===== src/rtl/mdio_pkg.sv =====
// Shared types and constants for the Clause 22 MDIO frame slave.
//   state_t       : frame decoder states, in the order fields arrive on the wire
//   OP_READ/WRITE : OP field codes
//   TA_WRITE      : turnaround pattern the master must drive on writes
//   *_LEN         : field lengths in bits
package mdio_pkg;

    typedef enum logic [2:0] {
        PRE, ST, OP, PHYAD, REGAD, TA, WDATA, RDATA
    } state_t;

    localparam logic [1:0] OP_READ  = 2'b10;
    localparam logic [1:0] OP_WRITE = 2'b01;
    localparam logic [1:0] TA_WRITE = 2'b10;

    localparam int OP_LEN    = 2;
    localparam int PHYAD_LEN = 5;
    localparam int REGAD_LEN = 5;
    localparam int TA_LEN    = 2;
    localparam int DATA_LEN  = 16;

endpackage


===== src/rtl/mdio_preamble_det.sv =====
// Preamble detector: counts consecutive ones, saturating at PRE_LEN.
//   clk, reset : system clock, async active-high reset
//   bit_vld    : bit strobe, already qualified by the caller to the PRE state
//   mdio_i     : serial data
//   clear      : forces the count to zero (held while a frame is in progress)
//   pre_ok     : a 0 bit now would be a legal start of frame
module mdio_preamble_det #(
    parameter int PRE_LEN      = 32,
    parameter int PRE_SUPPRESS = 0
) (
    input  logic clk,
    input  logic reset,
    input  logic bit_vld,
    input  logic mdio_i,
    input  logic clear,
    output logic pre_ok
);

    localparam int CW = $clog2(PRE_LEN + 1);

    logic [CW-1:0] count;

    always_ff @(posedge clk or posedge reset) begin
        if (reset) begin
            count <= '0;
        end else if (clear) begin
            count <= '0;
        end else if (bit_vld) begin
            if (!mdio_i)
                count <= '0;
            else if (count != CW'(PRE_LEN))
                count <= count + CW'(1);
        end
    end

    assign pre_ok = (PRE_SUPPRESS != 0) || (count == CW'(PRE_LEN));

endmodule


===== src/rtl/mdio_frame_slave.sv =====
// Clause 22 MDIO management slave (PHY side) serving NUM_PORTS consecutive
// PHY addresses starting at PHY_BASE.
//   clk, reset          : system clock, async active-high reset
//   bit_vld, mdio_i     : one strobe per MDC bit and the sampled data bit
//   mdio_o, mdio_oe     : read data toward the master and pad enable
//   port_idx, reg_addr  : decoded target of the last matching frame
//   wr_data, wr_stb     : write data and one-cycle write strobe
//   rd_stb, rd_data     : one-cycle read request, data valid by TA bit 2
//   frame_done          : pulse at the end of an accepted frame
//   frame_err           : pulse on an ST, OP or write TA violation
module mdio_frame_slave import mdio_pkg::*; #(
    parameter logic [4:0] PHY_BASE     = 5'd0,
    parameter int         NUM_PORTS    = 1,
    parameter int         PRE_LEN      = 32,
    parameter int         PRE_SUPPRESS = 0,
    parameter int         PORT_W       = (NUM_PORTS > 1) ? $clog2(NUM_PORTS) : 1
) (
    input  logic              clk,
    input  logic              reset,
    input  logic              bit_vld,
    input  logic              mdio_i,
    output logic              mdio_o,
    output logic              mdio_oe,
    output logic [PORT_W-1:0] port_idx,
    output logic [4:0]        reg_addr,
    output logic [15:0]       wr_data,
    output logic              wr_stb,
    output logic              rd_stb,
    input  logic [15:0]       rd_data,
    output logic              frame_done,
    output logic              frame_err
);

    state_t      state, next_state;
    logic [3:0]  cnt;       // bit index within the current field
    logic [15:0] sh;        // write data in, read data out
    logic [1:0]  op;
    logic [4:0]  phy;
    logic [4:0]  regad;
    logic        pre_ok;

    logic [1:0]  op_full;
    logic        op_ok, is_read, addr_match, ta_bad;
    logic [5:0]  phy_ext;

    logic ev_err, ev_match, ev_ta1, ev_ta2, ev_rshift, ev_rdone, ev_wdone;

    assign op_full    = {op[0], mdio_i};
    assign op_ok      = (op_full == OP_READ) || (op_full == OP_WRITE);
    assign is_read    = (op == OP_READ);
    assign phy_ext    = {1'b0, phy};
    assign addr_match = (phy_ext >= {1'b0, PHY_BASE}) &&
                        (phy_ext <  {1'b0, PHY_BASE} + 6'(NUM_PORTS));
    // cnt=0 expects TA_WRITE[1], cnt=1 expects TA_WRITE[0]
    assign ta_bad     = (mdio_i != TA_WRITE[~cnt[0]]);

    mdio_preamble_det #(
        .PRE_LEN      (PRE_LEN),
        .PRE_SUPPRESS (PRE_SUPPRESS)
    ) u_pre (
        .clk     (clk),
        .reset   (reset),
        .bit_vld (bit_vld && (state == PRE)),
        .mdio_i  (mdio_i),
        .clear   (state != PRE),
        .pre_ok  (pre_ok)
    );

    // state register
    always_ff @(posedge clk or posedge reset) begin
        if (reset) state <= PRE;
        else       state <= next_state;
    end

    // next-state logic
    always_comb begin
        next_state = state;
        if (bit_vld) begin
            case (state)
                PRE:   if (!mdio_i && pre_ok) next_state = ST;
                ST:    next_state = mdio_i ? OP : PRE;
                OP:    if (cnt == 4'(OP_LEN - 1))
                           next_state = op_ok ? PHYAD : PRE;
                PHYAD: if (cnt == 4'(PHYAD_LEN - 1)) next_state = REGAD;
                REGAD: if (cnt == 4'(REGAD_LEN - 1))
                           next_state = addr_match ? TA : PRE;
                TA:    if (!is_read && ta_bad)        next_state = PRE;
                       else if (cnt == 4'(TA_LEN - 1)) next_state = is_read ? RDATA : WDATA;
                WDATA: if (cnt == 4'(DATA_LEN - 1)) next_state = PRE;
                RDATA: if (cnt == 4'(DATA_LEN - 1)) next_state = PRE;
                default: next_state = PRE;
            endcase
        end
    end

    // per-strobe events that drive the registered outputs
    always_comb begin
        ev_err    = 1'b0;
        ev_match  = 1'b0;
        ev_ta1    = 1'b0;
        ev_ta2    = 1'b0;
        ev_rshift = 1'b0;
        ev_rdone  = 1'b0;
        ev_wdone  = 1'b0;
        if (bit_vld) begin
            case (state)
                ST:    ev_err   = !mdio_i;
                OP:    ev_err   = (cnt == 4'(OP_LEN - 1)) && !op_ok;
                REGAD: ev_match = (cnt == 4'(REGAD_LEN - 1)) && addr_match;
                TA: begin
                    ev_err = !is_read && ta_bad;
                    ev_ta1 = is_read && (cnt == 4'd0);
                    ev_ta2 = is_read && (cnt == 4'(TA_LEN - 1));
                end
                WDATA: ev_wdone = (cnt == 4'(DATA_LEN - 1));
                RDATA: begin
                    ev_rdone  = (cnt == 4'(DATA_LEN - 1));
                    ev_rshift = !ev_rdone;
                end
                default: ;
            endcase
        end
    end

    // datapath and registered outputs; pulses last exactly one clk
    always_ff @(posedge clk or posedge reset) begin
        if (reset) begin
            cnt        <= '0;
            sh         <= '0;
            op         <= '0;
            phy        <= '0;
            regad      <= '0;
            mdio_o     <= 1'b0;
            mdio_oe    <= 1'b0;
            port_idx   <= '0;
            reg_addr   <= '0;
            wr_data    <= '0;
            wr_stb     <= 1'b0;
            rd_stb     <= 1'b0;
            frame_done <= 1'b0;
            frame_err  <= 1'b0;
        end else begin
            wr_stb     <= ev_wdone;
            rd_stb     <= ev_match && is_read;
            frame_done <= ev_wdone || ev_rdone;
            frame_err  <= ev_err;
            if (bit_vld) begin
                cnt <= (next_state != state) ? 4'd0 : cnt + 4'd1;
                if (state == OP)    op    <= op_full;
                if (state == PHYAD) phy   <= {phy[3:0], mdio_i};
                if (state == REGAD) regad <= {regad[3:0], mdio_i};
                if (state == WDATA) sh    <= {sh[14:0], mdio_i};
                if (ev_match) begin
                    port_idx <= PORT_W'(phy - PHY_BASE);
                    reg_addr <= {regad[3:0], mdio_i};
                end
                if (ev_wdone) wr_data <= {sh[14:0], mdio_i};
                if (ev_ta1) begin
                    mdio_oe <= 1'b1;
                    mdio_o  <= 1'b0;
                end
                // bit 15 goes straight out; the rest queue up MSB-first
                if (ev_ta2) begin
                    mdio_o <= rd_data[15];
                    sh     <= {rd_data[14:0], 1'b0};
                end
                if (ev_rshift) begin
                    mdio_o <= sh[15];
                    sh     <= {sh[14:0], 1'b0};
                end
                if (ev_rdone) begin
                    mdio_oe <= 1'b0;
                    mdio_o  <= 1'b0;
                end
            end
        end
    end

endmodule


===== config.mk =====
export PLATFORM = sky130hd
export DESIGN_NAME = mdio_frame_slave
export DESIGN_NICKNAME = d
export VERILOG_FILES = /design/src/rtl/mdio_pkg.sv /design/src/rtl/mdio_preamble_det.sv /design/src/rtl/mdio_frame_slave.sv
export SDC_FILE = /design/constraint.sdc
export NUM_CORES = 1
export LEC_CHECK = 0
export CAP_MARGIN = 10
export CORE_ASPECT_RATIO = 0.7
export CORE_MARGIN = 1
export CORE_UTILIZATION = 35
export DETAILED_ROUTE_END_ITERATION = 12
export HOLD_SLACK_MARGIN = 0.08
export SLEW_MARGIN = 30
export SYNTH_ARGS = -nofsm -noshare
export SYNTH_HDL_FRONTEND = slang
export SYNTH_SLANG_ARGS = --single-unit

===== constraint.sdc =====
create_clock -name clk -period 2.3 [get_ports clk]
set_input_delay 0.69 -clock clk [delete_from_list [all_inputs] [get_ports clk]]
set_output_delay 0.69 -clock clk [all_outputs]
set_load 0.05 [all_outputs]

==> flow_summary.toml, run 1 <==
[outcome]
status = "complete, no violations"

[synth]
synth_xor_area_share_pct = 0.748
async_flop_share_pct = 100
synth-compound-area-share_pct = 12.7
yosys_warnings = 0
syn_nets = 345
synth_edf_count = 0
synth_top_family_by_area = "simple AND/OR/NAND/NOR gates"
synth_top_cell_area_share_pct = 48.5
ys.flop_type = "dfrtp_1"
netlist_instances = 320
synth_mux_area_share_pct = 14.5
yosysTopAreaCell = "dfrtp_1"
synth_area_um2 = 3510
yosysSeqAreaShare_pct = 48.5
yosys.area_share.simple_pct = 16.0
synth_cell_types = 52
synthAdderAreaFrac_pct = 1.78
syn_area_per_cell_um2 = 11.0
ys_seq_elements = 68
yosys-top-cells-area = "dfrtp_1, mux2_2, mux2i_1"

[clocking]
cts_max_path_buffers = 2
clock_sinks = 68
clkLatencyLatePin_ps = 330
numCtsBuffers = 9
clk_pin_slew_ps = 50
cts-hold-fix-buffers = 0
cts_tree = "yes"
root_buffer = "clkbuf_16"
h-tree-depth = 3

[final_layout]
syn2layout_area_growth_pct = 32.4
fin_nets = 418
fill_cells = 892
drive_gt1_share_pct = 27.1
layoutNonFillerInstCount = 526
diodes = 0

[global_routing]
grt_max_degree = 69
grt.total_usage_pct = 17.2
grt_antenna_before_repair = 0
globalRouteOverflowTotal = 0
grt_pass1_wl_um = 13800
grt_pass1_vias = 2623

[critical_path]
critPathMostFrequentCell = "buf_4"
cpMaxStageDelayCell = "clkdlybuf4s50_1"
crit_path_max_fanout = 5
worstSetupPathType = "primary input to register"
arrival_ps = 2430
cp_cell_sequence = "clkdlybuf4s50_1, buf_4, inv_1, a31oi_2, a32oi_2, o31ai_1, buf_4, o41ai_2"
cp_top_family = "buffers and inverters"
startpoint_type = "primary input"
required_ps = 2500
end_kind = "register"
path_buf_inv = 4
worst_path_largest_cell_delay_ps = 480

[placed_design]
hpwl_um = 5540
dp_cells = 509
gp_congestion = 0.854
port_buffers = 47

[job]
maxCapViolCount = 0

[timing]
hold_viol = 0
period_share_pct = 96.7
timing.hold.ws_ps = 503
final_max_slew_viol_count = 0
min_period_ps = 2220
rsz0062_at_grt = "false"
tightestPinTransition_ps = 524
fin_skew_ps = 7.23
relSlewSlack_pct = 65.0
finalSetupViolCount = 0
timing.fmax_mhz = 450

[floorplanning]
die_x_um = 122
row_count = 30
die_area_um2 = 10400
core_area_um2 = 9720
start_util_pct = 36.1
io_pins = 48
fp.dieH_um = 85.8

[routing]
drt_pre_antenna_iters = 4
drc = 0
vias = 2712
avgRoutedWirePerCell_um = 15.1
viasPerCell = 5.16
totalWireLength_um = 7950
final_antenna_net_count = 0
drtIter0Drc = 139

[pwr]
peakVddDrop_uv = 399
p_leak_nw = 1.98
p_per_area_nw_per_um2 = 959

[min_path]
hold_class = "register to register"
[synthesized netlist by cell type (2+ instances only)]
master,instances
a21oi_1,7
a21oi_2,15
a22oi_1,5
a31oi_1,2
a32oi_1,3
and2_1,3
and3_1,4
and4_1,2
buf_2,4
buf_6,6
clkbuf_1,8
dfrtp_1,68
ha_1,5
inv_1,9
mux2_2,30
mux2i_1,17
nand2_1,17
nand2b_1,2
nand3_1,11
nand3b_1,5
nand4_1,4
nand4b_1,2
nor2_1,30
nor2b_1,5
nor3_1,6
nor3b_1,4
nor4_1,2
nor4_2,2
o21ai_0,15
o311ai_0,2
o31ai_1,3
xor2_1,2
[kinds of logic (layout without fill, tap and decap cells)]
| kind of cell | count (synthesis) | count (layout) |
|---|---|---|
| fa+ha+maj | 5 | 5 |
| flops | 68 | 68 |
| mux | 47 | 47 |
| xor+xnor | 3 | 3 |
| buf+inv | 31 | 109 |
| simple gates | 104 | 104 |
| compound gates | 62 | 62 |
[layout by cell type, fill, tap and decap left out, types with 6 or more instances in the layout]
cell,n
o21ai_0,15
nor2_1,30
a21oi_2,16
mux2_2,30
nand3_1,11
dfrtp_1,68
nor3_1,6
mux2i_1,17
a21oi_1,6
nand2_1,17
inv_1,8
clkbuf_16,9
buf_4,31
clkdlybuf4s50_1,47
[worst paths after layout]
check	startpoint	to	slack [ps]	depth (start not counted)
max in group asynchronous	reset	wr_data[13]	1200	3
setup reg to reg	cnt[1]	sh[14]	150	8
min in group asynchronous	reset	wr_data[3]	810	3
setup / recovery	mdio_i	cnt[1]	80	8
hold reg to reg	port_idx	port_idx	500	1
hold / removal	port_idx	port_idx	500	1
[report_power, final]
group,internal [mW],switching [mW]
sequential,1.46,0.199
combinational,0.629,0.816
clock,0.867,0.492
total,2.95,1.51
[through the flow]
step	total power [mW]	util, %	TNS [ps]	cell area, µm²	setup slack, ps
2_1_floorplan	2.64	-	0	3520	215
3_3_place_gp	3.06	44.4	-2440	4320	-212
3_5_place_dp	3.07	44.4	-3560	4320	-413
4_1_cts	4.46	47.5	0	4620	15.8
5_1_grt	4.76	47.8	0	4650	0.215
6_report	4.46	47.8	0	4650	76.4
[sequential cells by signal, summed over array words and instances, names as in the netlist, 2 cells and up]
register and cells:
state 3, phy 5, regad 4, u_pre.count 6, wr_data 16, op 2
sh 16, cnt 4, reg_addr 5
[routing by layer]
metal	part of all wire (%)	track usage [%]	routed length [µm]
met1	50	25.8	3990
met5	0	0	0
met2	43	23.8	3410
met3	6.2	5.12	490
met4	0.85	4.83	68
[layout make-up]
class,instances,area [µm²],share of cell area [%]
well taps,128,160,3.44
inverters,9,37.5,0.807
clock buffers,12,246,5.30
clock inverters,4,48.8,1.05
flip-flops and latches,68,1700,36.6
multi-input cells,221,1640,35.3
repair buffers,84,815,17.5
[timing repair]
| item | CTS | global route |
|---|---|---|
| buffers inserted | 0 | 1 |
| pin swaps | 0 | 2 |
| endpoints found under the hold margin | 0 | 0 |
| endpoints found under the setup margin | 1 | 19 |
| resized for setup | 1 | 6 |
Power figures use the tool's default switching activity.
==> run 2, diff against run 1 <==
--- a/config.mk
+++ b/config.mk
@@ -10,6 +10,7 @@
 export CORE_MARGIN = 1
 export CORE_UTILIZATION = 35
 export DETAILED_ROUTE_END_ITERATION = 12
+export GPL_ROUTABILITY_DRIVEN = 0
 export HOLD_SLACK_MARGIN = 0.08
 export SLEW_MARGIN = 30
 export SYNTH_ARGS = -nofsm -noshare
==> constraint.sdc (replaced) <==
create_clock -name clk -period 2.55 [get_ports clk]
set_input_delay 0.765 -clock clk [delete_from_list [all_inputs] [get_ports clk]]
set_output_delay 0.765 -clock clk [all_outputs]
set_load 0.05 [all_outputs]
==> flow_summary.toml, run 2 (synthesized netlist as in run 1, its figures left out) <==
[routing]
vias = 2597
final_antenna_net_count = 0
totalWireLength_um = 8080
drtIter0Drc = 117
drt_pre_antenna_iters = 4
avgRoutedWirePerCell_um = 15.9
drc = 0
viasPerCell = 5.11

[floorplanning]
core_area_um2 = 9720
fp.dieH_um = 85.8
row_count = 30
die_area_um2 = 10400
io_pins = 48
start_util_pct = 36.1
die_x_um = 122

[critical_path]
crit_path_max_fanout = 13
end_kind = "register"
reg2reg_depth = 7
r2r-start = "cnt[1]"
arrival_ps = 2660
r2r_end = "cnt[3]"
startpoint_type = "primary input"
required_ps = 2770
reg2reg_slack_ps = 220
worstSetupPathType = "primary input to register"

[global_routing]
grt_max_degree = 69
grt_antenna_before_repair = 0
grt.total_usage_pct = 16.6
globalRouteOverflowTotal = 0
grt_pass1_vias = 2581
grt_pass1_wl_um = 13300

[final_layout]
diodes = 0
fin_nets = 401
top_regs = "sh (16), wr_data (16), u_pre.count (6)"
postLayoutCoreUtil_pct = 46.0
drive_gt1_share_pct = 22.4
final_cell_mix = "dfrtp_1, clkdlybuf4s50_1, mux2_2, nor2_1"
fill_cells = 899
final_common_cell = "dfrtp_1"
syn2layout_area_growth_pct = 27.3

[placed_design]
port_buffers = 47
hpwl_um = 5540

[outcome]
status = "complete, no violations"

[timing]
finalSetupViolCount = 0
rsz0062_at_grt = "false"
min_period_ps = 2440
tightestPinTransition_ps = 521
timing.fmax_mhz = 410
final_max_slew_viol_count = 0
hold_viol = 0
relSlewSlack_pct = 65.2
period_share_pct = 95.7
fin_skew_ps = 4.14
tns_ps = 0

[min_path]
holdPathStages = 1
hold_class = "register to register"
hp-start = "port_idx"
holdPathEnd = "port_idx"

[pwr]
peakVddDrop_uv = 484
p_leak_nw = 1.88
p_per_area_nw_per_um2 = 875

[clocking]
cts_tree = "yes"
clock_sinks = 68
clk_pin_slew_ps = 50
clkLatencyLatePin_ps = 330
h-tree-depth = 3
numCtsBuffers = 9
root_buffer = "clkbuf_16"
cts_max_path_buffers = 2

[job]
maxCapViolCount = 0
## run 2: changes by cell type in the layout (fill, tap and decap cells not counted), sizes merged
cell | previous run | this run
buf | 37 | 20
clkbuf | 12 | 13
clkinv | 3 | 1
clkinvlp | 1 | 0
inv | 8 | 9
## run 2: final cells by class
cell class | count | area [µm²] | share of cell area (%)
clock buffers | 13 | 250 | 5.60
clock inverters | 2 | 35.0 | 0.784
inverters | 9 | 33.8 | 0.756
multi-input cells | 221 | 1620 | 36.2
flip-flops and latches | 68 | 1700 | 38.1
well taps | 128 | 160 | 3.58
repair buffers | 67 | 671 | 15.0
## run 2: routing by layer
| metal | global-route usage (%) | routed length [µm] | vias to the layer above |
|---|---|---|---|
| met5 | 0 | 0 | - |
| met2 | 23.6 | 3470 | 61 |
| met1 | 24.2 | 4120 | 1265 |
| li1 | - | - | 1262 |
| met4 | 3.37 | 74 | 0 |
| met3 | 5.78 | 427 | 9 |
## run 2: through the flow
step,hold WS (ps),worst slack [ps],total power [mW],instances,area [µm²]
2_1_floorplan,469,73.5,2.38,320,3510
3_3_place_gp,477,-166,2.65,493,4180
3_5_place_dp,470,-273,2.70,493,4180
4_1_cts,493,43.7,3.92,508,4470
5_1_grt,510,0.519,4.14,508,4470
6_report,484,111,3.91,508,4470
## run 2: worst max-delay path by stage
stage                     endpoint  slack, ps    from
after floorplan             cnt[0]         70   reset
after global placement      cnt[0]       -170  mdio_i
after detailed placement    cnt[0]       -270  mdio_i
after CTS                   cnt[0]         40  mdio_i
after global routing        cnt[0]        0.5  mdio_i
final                       cnt[0]        110  mdio_i
## run 2: timing repair
| action | 4_1_cts | 5_1_grt |
|---|---|---|
| buffers inserted | 0 | 0 |
| hold buffers | 0 | 0 |
| gates resized for setup | 0 | 1 |
| setup endpoints to repair | 0 | 4 |
## run 2: where the power goes
part	switching, mW	total [mW]	internal (mW)
Combinational	0.679	1.17	0.489
Sequential	0.220	1.53	1.31
Clock	0.435	1.21	0.777
Total	1.33	3.91	2.58
## run 2: worst max-delay path: stages
cell	delay (ps)
clkdlybuf4s50_1	560
buf_4	230
nor4_1	80
and4_1	260
o31ai_1	380
nand3_1	150
o32ai_1	240
==> run 3, diff against run 2 <==
--- a/config.mk
+++ b/config.mk
@@ -12,6 +12,7 @@
 export DETAILED_ROUTE_END_ITERATION = 12
 export GPL_ROUTABILITY_DRIVEN = 0
 export HOLD_SLACK_MARGIN = 0.08
+export PLACE_DENSITY_LB_ADDON = 0.15
 export SLEW_MARGIN = 30
 export SYNTH_ARGS = -nofsm -noshare
 export SYNTH_HDL_FRONTEND = slang
==> flow_summary.toml, run 3 (synthesized netlist as in run 1, its figures left out) <==
[clocking]
numCtsBuffers = 9
cts_tree = "yes"
post-cts-setup-buffers = 0
root_buffer = "clkbuf_16"
h-tree-depth = 3
clock_sinks = 68
clk_pin_slew_ps = 50
clkLatencyLatePin_ps = 330
cts_max_path_buffers = 2

[global_routing]
grt_pass1_vias = 2510
grt_max_degree = 69
grt_pass1_wl_um = 13200
globalRouteOverflowTotal = 0
grt.total_usage_pct = 16.9
grt_antenna_before_repair = 0

[routing]
drc = 0
viasPerCell = 5.11
drt_pre_antenna_iters = 4
avgRoutedWirePerCell_um = 15.2
final_antenna_net_count = 0
vias = 2614
totalWireLength_um = 7800
drtIter0Drc = 142

[critical_path]
cpMaxStageDelayCell = "clkdlybuf4s50_1"
startpoint_type = "primary input"
reg2reg_slack_ps = 200
path_buf_inv = 1
reg2reg_depth = 6
arrival_ps = 2600
cp_top_family = "compound AO/OA/AOI/OAI gates"
end_kind = "register"
required_ps = 2770
worst_path_largest_cell_delay_ps = 600
worstSetupPathType = "primary input to register"
crit_path_max_fanout = 5
r2r-start = "cnt[0]"
r2r_end = "cnt[3]"
cp_cell_sequence = "clkdlybuf4s50_1, xnor2_1, and3_1, o311ai_1, a21oi_1, o41ai_1"

[timing]
relSlewSlack_pct = 60.7
rsz0062_at_grt = "false"
timing.hold.ws_ps = 488
finalSetupViolCount = 0
tightestPinTransition_ps = 588
min_period_ps = 2380
final_max_slew_viol_count = 0
timing.fmax_mhz = 419
period_share_pct = 93.5
hold_viol = 0
fin_skew_ps = 4.35

[pwr]
p_leak_nw = 1.93
peakVddDrop_uv = 563
p_per_area_nw_per_um2 = 909
power_mw = 4.16

[min_path]
holdPathEnd = "port_idx"
holdPathStages = 1
hp-start = "port_idx"
hold_class = "register to register"

[floorplanning]
row_count = 30
core_area_um2 = 9720
fp.dieH_um = 85.8
die_area_um2 = 10400
io_pins = 48
start_util_pct = 36.1
die_x_um = 122

[placed_design]
port_buffers = 47
hpwl_um = 5420

[final_layout]
final_cell_mix = "dfrtp_1, clkdlybuf4s50_1, mux2_2, nor2_1, buf_4"
fin_nets = 404
multi_input_area_um2 = 1620
drive_gt1_share_pct = 24.0
diodes = 0
final_common_cell = "dfrtp_1"
top_regs = "sh (16), wr_data (16), u_pre.count (6)"
syn2layout_area_growth_pct = 30.4
seqCellArea_um2 = 1700
fill_cells = 891

[outcome]
status = "complete, no violations"

[job]
maxCapViolCount = 0
==> run 3: worst max-delay path by stage <==
stage                 from  endpoint  slack, ps  cells after the start
floorplan            reset    cnt[0]         70                      1
global placement    mdio_i    cnt[0]       -120                      6
detailed placement  mdio_i    cnt[0]       -260                      6
CTS                 mdio_i    cnt[1]        100                      6
global route        mdio_i    cnt[1]         30                      6
finish              mdio_i    cnt[1]        170                      6
==> run 3: routing by layer <==
layer | global-route usage [%] | vias up | wire length (µm)
met3 | 5.92 | 6 | 529
met1 | 25.2 | 1277 | 3990
met4 | 6.06 | 0 | 82
met5 | 0 | - | 0
met2 | 22.2 | 65 | 3190
li1 | - | 1266 | -
==> run 3: per-stage QoR <==
step	TNS [ps]	util, %	cells	setup WS (ps)	instance area [µm²]
3_3_place_gp	-370	43.4	496	-122	4220
2_1_floorplan	0	-	320	73.5	3510
6_report	0	47.1	512	165	4580
3_5_place_dp	-805	43.4	496	-255	4220
5_1_grt	0	47.1	512	31.4	4580
4_1_cts	0	47.1	512	97.3	4570
==> run 3: repair_timing <==
action,CTS,global route
hold buffers,0,0
resized for setup,0,2
setup endpoints to repair,0,4
==> run 3: final cells by class <==
type	instances	share of cell area (%)
clock buffers	11	5.52
clock inverters	5	2.32
inverters	9	0.738
multi-input cells	221	35.4
flip-flops and latches	68	37.2
well taps	128	3.50
repair buffers	70	15.4
==> run 3: where the power goes <==
group,switching [mW],total [mW],internal (mW)
registers,0.200,1.51,1.31
logic,0.684,1.18,0.494
clock network,0.460,1.47,1.01
total,1.34,4.16,2.82
==> RTL change 1: new RTL, config.mk and constraints of run 2 <==
The 8 states of `state_t` get a one-hot encoding in 8 bits.
--- a/src/rtl/mdio_pkg.sv
+++ b/src/rtl/mdio_pkg.sv
@@ -5,8 +5,8 @@
 //   *_LEN         : field lengths in bits
 package mdio_pkg;
 
-    typedef enum logic [2:0] {
-        PRE, ST, OP, PHYAD, REGAD, TA, WDATA, RDATA
+    typedef enum logic [7:0] {
+        PRE = 8'b00000001, ST = 8'b00000010, OP = 8'b00000100, PHYAD = 8'b00001000, REGAD = 8'b00010000, TA = 8'b00100000, WDATA = 8'b01000000, RDATA = 8'b10000000
     } state_t;
 
     localparam logic [1:0] OP_READ  = 2'b10;
Behaviour: same outputs for any inputs over 10 cycles, from zero or initial values and one cycle with reset high; not proved beyond that.
==> RTL change 1 against run 2 <==
- the run now ends with DRC left
- critical path depth rose by 1
- die area rose by 5.0%
- power fell by 5.6%
- synthesized area rose by 5.1%
- routed wire length rose by 6.5%
- setup slack improved by 0.032 ns
- sequential cell count rose by 5
- final area rose by 12%
- critical path type is now reg2reg
- critical endpoint unchanged
- largest cell class unchanged
- largest power group is now clock
- highest routed layer unchanged
==> RTL change 1: results (changes against run 2) <==
| Metric | Value |
|---|---|
| Post-placement cell area | `4602 um^2 (was 4180 um^2)` |
| Share of the synthesized netlist area taken by xor and xnor gates | `2.609% (was 0.7481%)` |
| Internal power | `2.666 mW (was 2.579 mW)` |
| Fraction of final layout cells with drive strength greater than 1 | `22.74% (was 22.37%)` |
| Setup skew after layout | `0.006099 ns (was 0.004144 ns)` |
| Total wirelength of the detailed-routed design | `8609 um (was 8084 um)` |
| Relative area change from synthesis to final layout | `35.75% (was 27.29%)` |
| Detailed-routed wire length on met3 | `442 um (was 427 um)` |
| Main area contributors after synthesis | `dfrtp_1, mux2_1, mux2_2, mux2i_1, nand2_1 (was dfrtp_1, mux2_2, mux2i_1, a21oi_2, nor2_1)` |
| Number of filler instances in the final layout | `863 (was 899)` |
| Worst slew margin relative to its limit | `63.64% (was 65.17%)` |
| Result of the run | `complete, but fails checks (was complete, no violations)` |
| Detailed router's first-iteration violation count | `216 (was 117)` |
| Worst-path maximum fanout | `6 (was 13)` |
| Vias in the first global route | `2828 (was 2581)` |
| Adder-Cell Fraction of Synth Area | `1.694% (was 1.781%)` |
| Global Route met2 Usage | `24.62% (was 23.61%)` |
| Violations in the final reports | `DRC` |
| Compound-cell area share of the yosys netlist | `9.793% (was 12.68%)` |
| Cell type group with the largest total delay on the critical path | `simple AND/OR/NAND/NOR gates (was buffers and inverters)` |
| Residual DRC count | `13 (was 0)` |
| Routed length on met2 | `3565 um (was 3466 um)` |
| Post-synthesis average cell area | `10.76 um^2 (was 10.98 um^2)` |
| Fraction of post-synthesis cell area in the top cell type by area | `48.80% (was 48.45%)` |
| WL met1 | `4498 um (was 4115 um)` |
| Number of cells after detailed placement | `541 (was 493)` |
| Share of synthesized area occupied by flip-flops and latches | `49.51% (was 48.45%)` |
| Number of iterations in the first detailed-routing pass | `9 (was 4)` |
[RTL change 1: cell types whose count changed after synthesis, sizes merged, moves of 6 or more]
cell	before	now
nand2	17	37
a21oi	22	4
o21ai	15	24
nand3	11	4
nor2	30	23
nor4	4	10
[RTL change 1: area by class of cell]
class / instances / share of cell area [%]
flip-flops and latches: 73 / 36.47
multi-input cells: 238 / 35.00
repair buffers: 94 / 17.20
clock buffers: 9 / 4.493
well taps: 128 / 3.195
clock inverters: 7 / 2.821
inverters: 10 / 0.8238
[RTL change 1: what timing repair did]
action	4_1_cts	5_1_grt
setup buffers	0	2
pin swaps	0	2
setup endpoints to repair	4	23
gates resized for setup	2	6
gates cloned	0	0
[RTL change 1: per-stage QoR]
step,TNS [ns],setup slack (ns),power (mW)
after global routing,0,0.01133,3.853
after global placement,-5.069,-0.2328,2.107
final,0,0.1427,3.695
after detailed placement,-5.997,-0.3933,2.121
after floorplan,0,0.1763,1.819
after CTS,0,0.02316,3.671
[RTL change 1: path summary, 6_finish.rpt]
path | startpoint | endpoint | slack, ns | depth (start not counted)
setup / recovery | state[4]$_DFF_PP0_ | cnt[0]$_DFFE_PP0P_ | 0.14 | 8
hold / removal | port_idx$_DFFE_PP0P_ | port_idx$_DFFE_PP0P_ | 0.48 | 1
setup reg to reg | state[4]$_DFF_PP0_ | cnt[0]$_DFFE_PP0P_ | 0.14 | 8
hold reg to reg | port_idx$_DFFE_PP0P_ | port_idx$_DFFE_PP0P_ | 0.48 | 1
max in group asynchronous | reset | wr_stb$_DFF_PP0_ | 1.22 | 3
min in group asynchronous | reset | phy[3]$_DFFE_PP0P_ | 0.89 | 3
==> RTL change 2: new RTL, config.mk and constraints of run 2 <==
Without the edit above. Change the package constant `DATA_LEN` from 16 to 12.
--- a/src/rtl/mdio_pkg.sv
+++ b/src/rtl/mdio_pkg.sv
@@ -17,7 +17,7 @@
     localparam int PHYAD_LEN = 5;
     localparam int REGAD_LEN = 5;
     localparam int TA_LEN    = 2;
-    localparam int DATA_LEN  = 16;
+    localparam int DATA_LEN  = 12;
 
 endpackage
 
Behaviour: same outputs for any inputs over 10 cycles, from zero or initial values and one cycle with reset high; that may be too few to reach the edited logic, so the function may still have changed.
==> RTL change 2 against run 2 <==
- hold slack better by 0.020 ns
- power up 13%
- via count grew 1.0%
- final area increased by 0.50%
- register-to-register slack improved by 0.02 ns
- critical path depth increased by 1
- setup slack improved by 0.051 ns
- die area is 4.5% lower
- synthesized area is 4.6% lower
- largest power group unchanged
- utilization rose by 3.0 points
- routed wire length down 6.4%
- sequential cell count stayed put
==> RTL change 2: results (changes against run 2) <==
| Metric | Value |
|---|---|
| Share of synthesized area occupied by flip-flops and latches | `50.80% (was 48.45%)` |
| Power attributed to combinational cells | `1.51 mW (was 1.17 mW)` |
| Worst-path maximum fanout | `10 (was 13)` |
| Worst-margin pin slew | `0.5260 ns (was 0.5209 ns)` |
| Number of filler instances in the final layout | `842 (was 899)` |
| Largest net degree at the start of global routing | `31 (was 69)` |
| Cell leakage power | `2.053 nW (was 1.882 nW)` |
| Arrival @ worst endpoint | `2.64 ns (was 2.66 ns)` |
| Vias in the first global route | `2456 (was 2581)` |
| Final net count | `408 (was 401)` |
| IR drop worst, VDD | `0.0005566 V (was 0.0004845 V)` |
| Slack of the worst reg-to-reg path | `0.24 ns (was 0.22 ns)` |
| Final HPWL DP | `5522 um (was 5538 um)` |
| Setup slack after placement | `-0.1675 ns (was -0.2726 ns)` |
| Internal power | `2.871 mW (was 2.579 mW)` |
| Setup skew after layout | `0.005716 ns (was 0.004144 ns)` |
| Cell type group with the largest total delay on the critical path | `compound AO/OA/AOI/OAI gates (was buffers and inverters)` |
| Total wirelength of the detailed-routed design | `7563 um (was 8084 um)` |
| Wire length of the first global-routing pass | `12470 um (was 13280 um)` |
| Power share of the clock group | `29.4% (was 31.0%)` |
| Combinational group share of total power | `34.2% (was 29.9%)` |
| Main area contributors after synthesis | `dfrtp_1, mux2_2, mux2i_1, a21oi_1, nor2_1 (was dfrtp_1, mux2_2, mux2i_1, a21oi_2, nor2_1)` |
| Post-synthesis net count | `340 (was 345)` |
| Global route overflow | `0 (unchanged)` |
| Via count | `2624 (was 2597)` |
| Total global routing track utilization | `16.30% (was 16.60%)` |
| Result of the run | `complete, no violations (unchanged)` |
| CP max stage delay | `0.45 ns (was 0.56 ns)` |
| Most numerous cell types in the synthesized netlist | `dfrtp_1, mux2_2, nor2_1, a21oi_1, nand2_1 (was dfrtp_1, mux2_2, nor2_1, mux2i_1, nand2_1)` |
[RTL change 2: routing by layer]
metal	wire length (um)	up-vias	part of all wire [%]	track usage [%]
li1	-	1268	-	-
met5	0	-	0	0
met2	3160	73	42	22.12
met4	100	0	1.3	4.948
met1	3975	1276	53	24.57
met3	326	7	4.3	4.850
[RTL change 2: area by class of cell]
class | instances | share of cell area (%)
Clock buffer | 12 | 5.932
Clock inverter | 4 | 1.225
Inverter | 10 | 0.8354
Multi-Input combinational cell | 220 | 34.56
Sequential cell | 68 | 37.90
Tap cell | 124 | 3.453
Timing Repair Buffer | 74 | 16.10
[RTL change 2: how the worst max path moves through the flow]
stage | end | slack, ns | cells past startpoint
detailed placement | cnt[1]$_DFFE_PP0P_ | -0.17 | 9
CTS | cnt[1]$_DFFE_PP0P_ | 0.17 | 8
finish | cnt[1]$_DFFE_PP0P_ | 0.16 | 8
global placement | cnt[1]$_DFFE_PP0P_ | -0.12 | 9
floorplan | cnt[0]$_DFFE_PP0P_ | 0.07 | 1
global route | cnt[0]$_DFFE_PP0P_ | 0.01 | 8
[RTL change 2: cell families after synthesis]
| logic type | Yosys count | share of synthesized area (%) |
|---|---|---|
| AO/OA/AOI/OAI | 60 | 10.95 |
| XOR/XNOR | 2 | 0.5231 |
| multiplexers | 49 | 16.21 |
| buffers and inverters | 27 | 3.399 |
| adder cells (fa/ha/maj) | 5 | 1.868 |
| AND/OR/NAND/NOR | 104 | 16.25 |
| flip-flops | 68 | 50.80 |
[RTL change 2: per-stage QoR]
step                      hold WS, ns  instances  setup TNS (ns)  cell area [um^2]
final                          0.5041        512               0              4493
after global routing           0.5158        512               0              4493
after CTS                      0.5069        512               0              4473
after floorplan                0.4684        315               0              3349
after detailed placement       0.4871        496         -0.4942              4151
after global placement         0.4882        496         -0.3454              4151
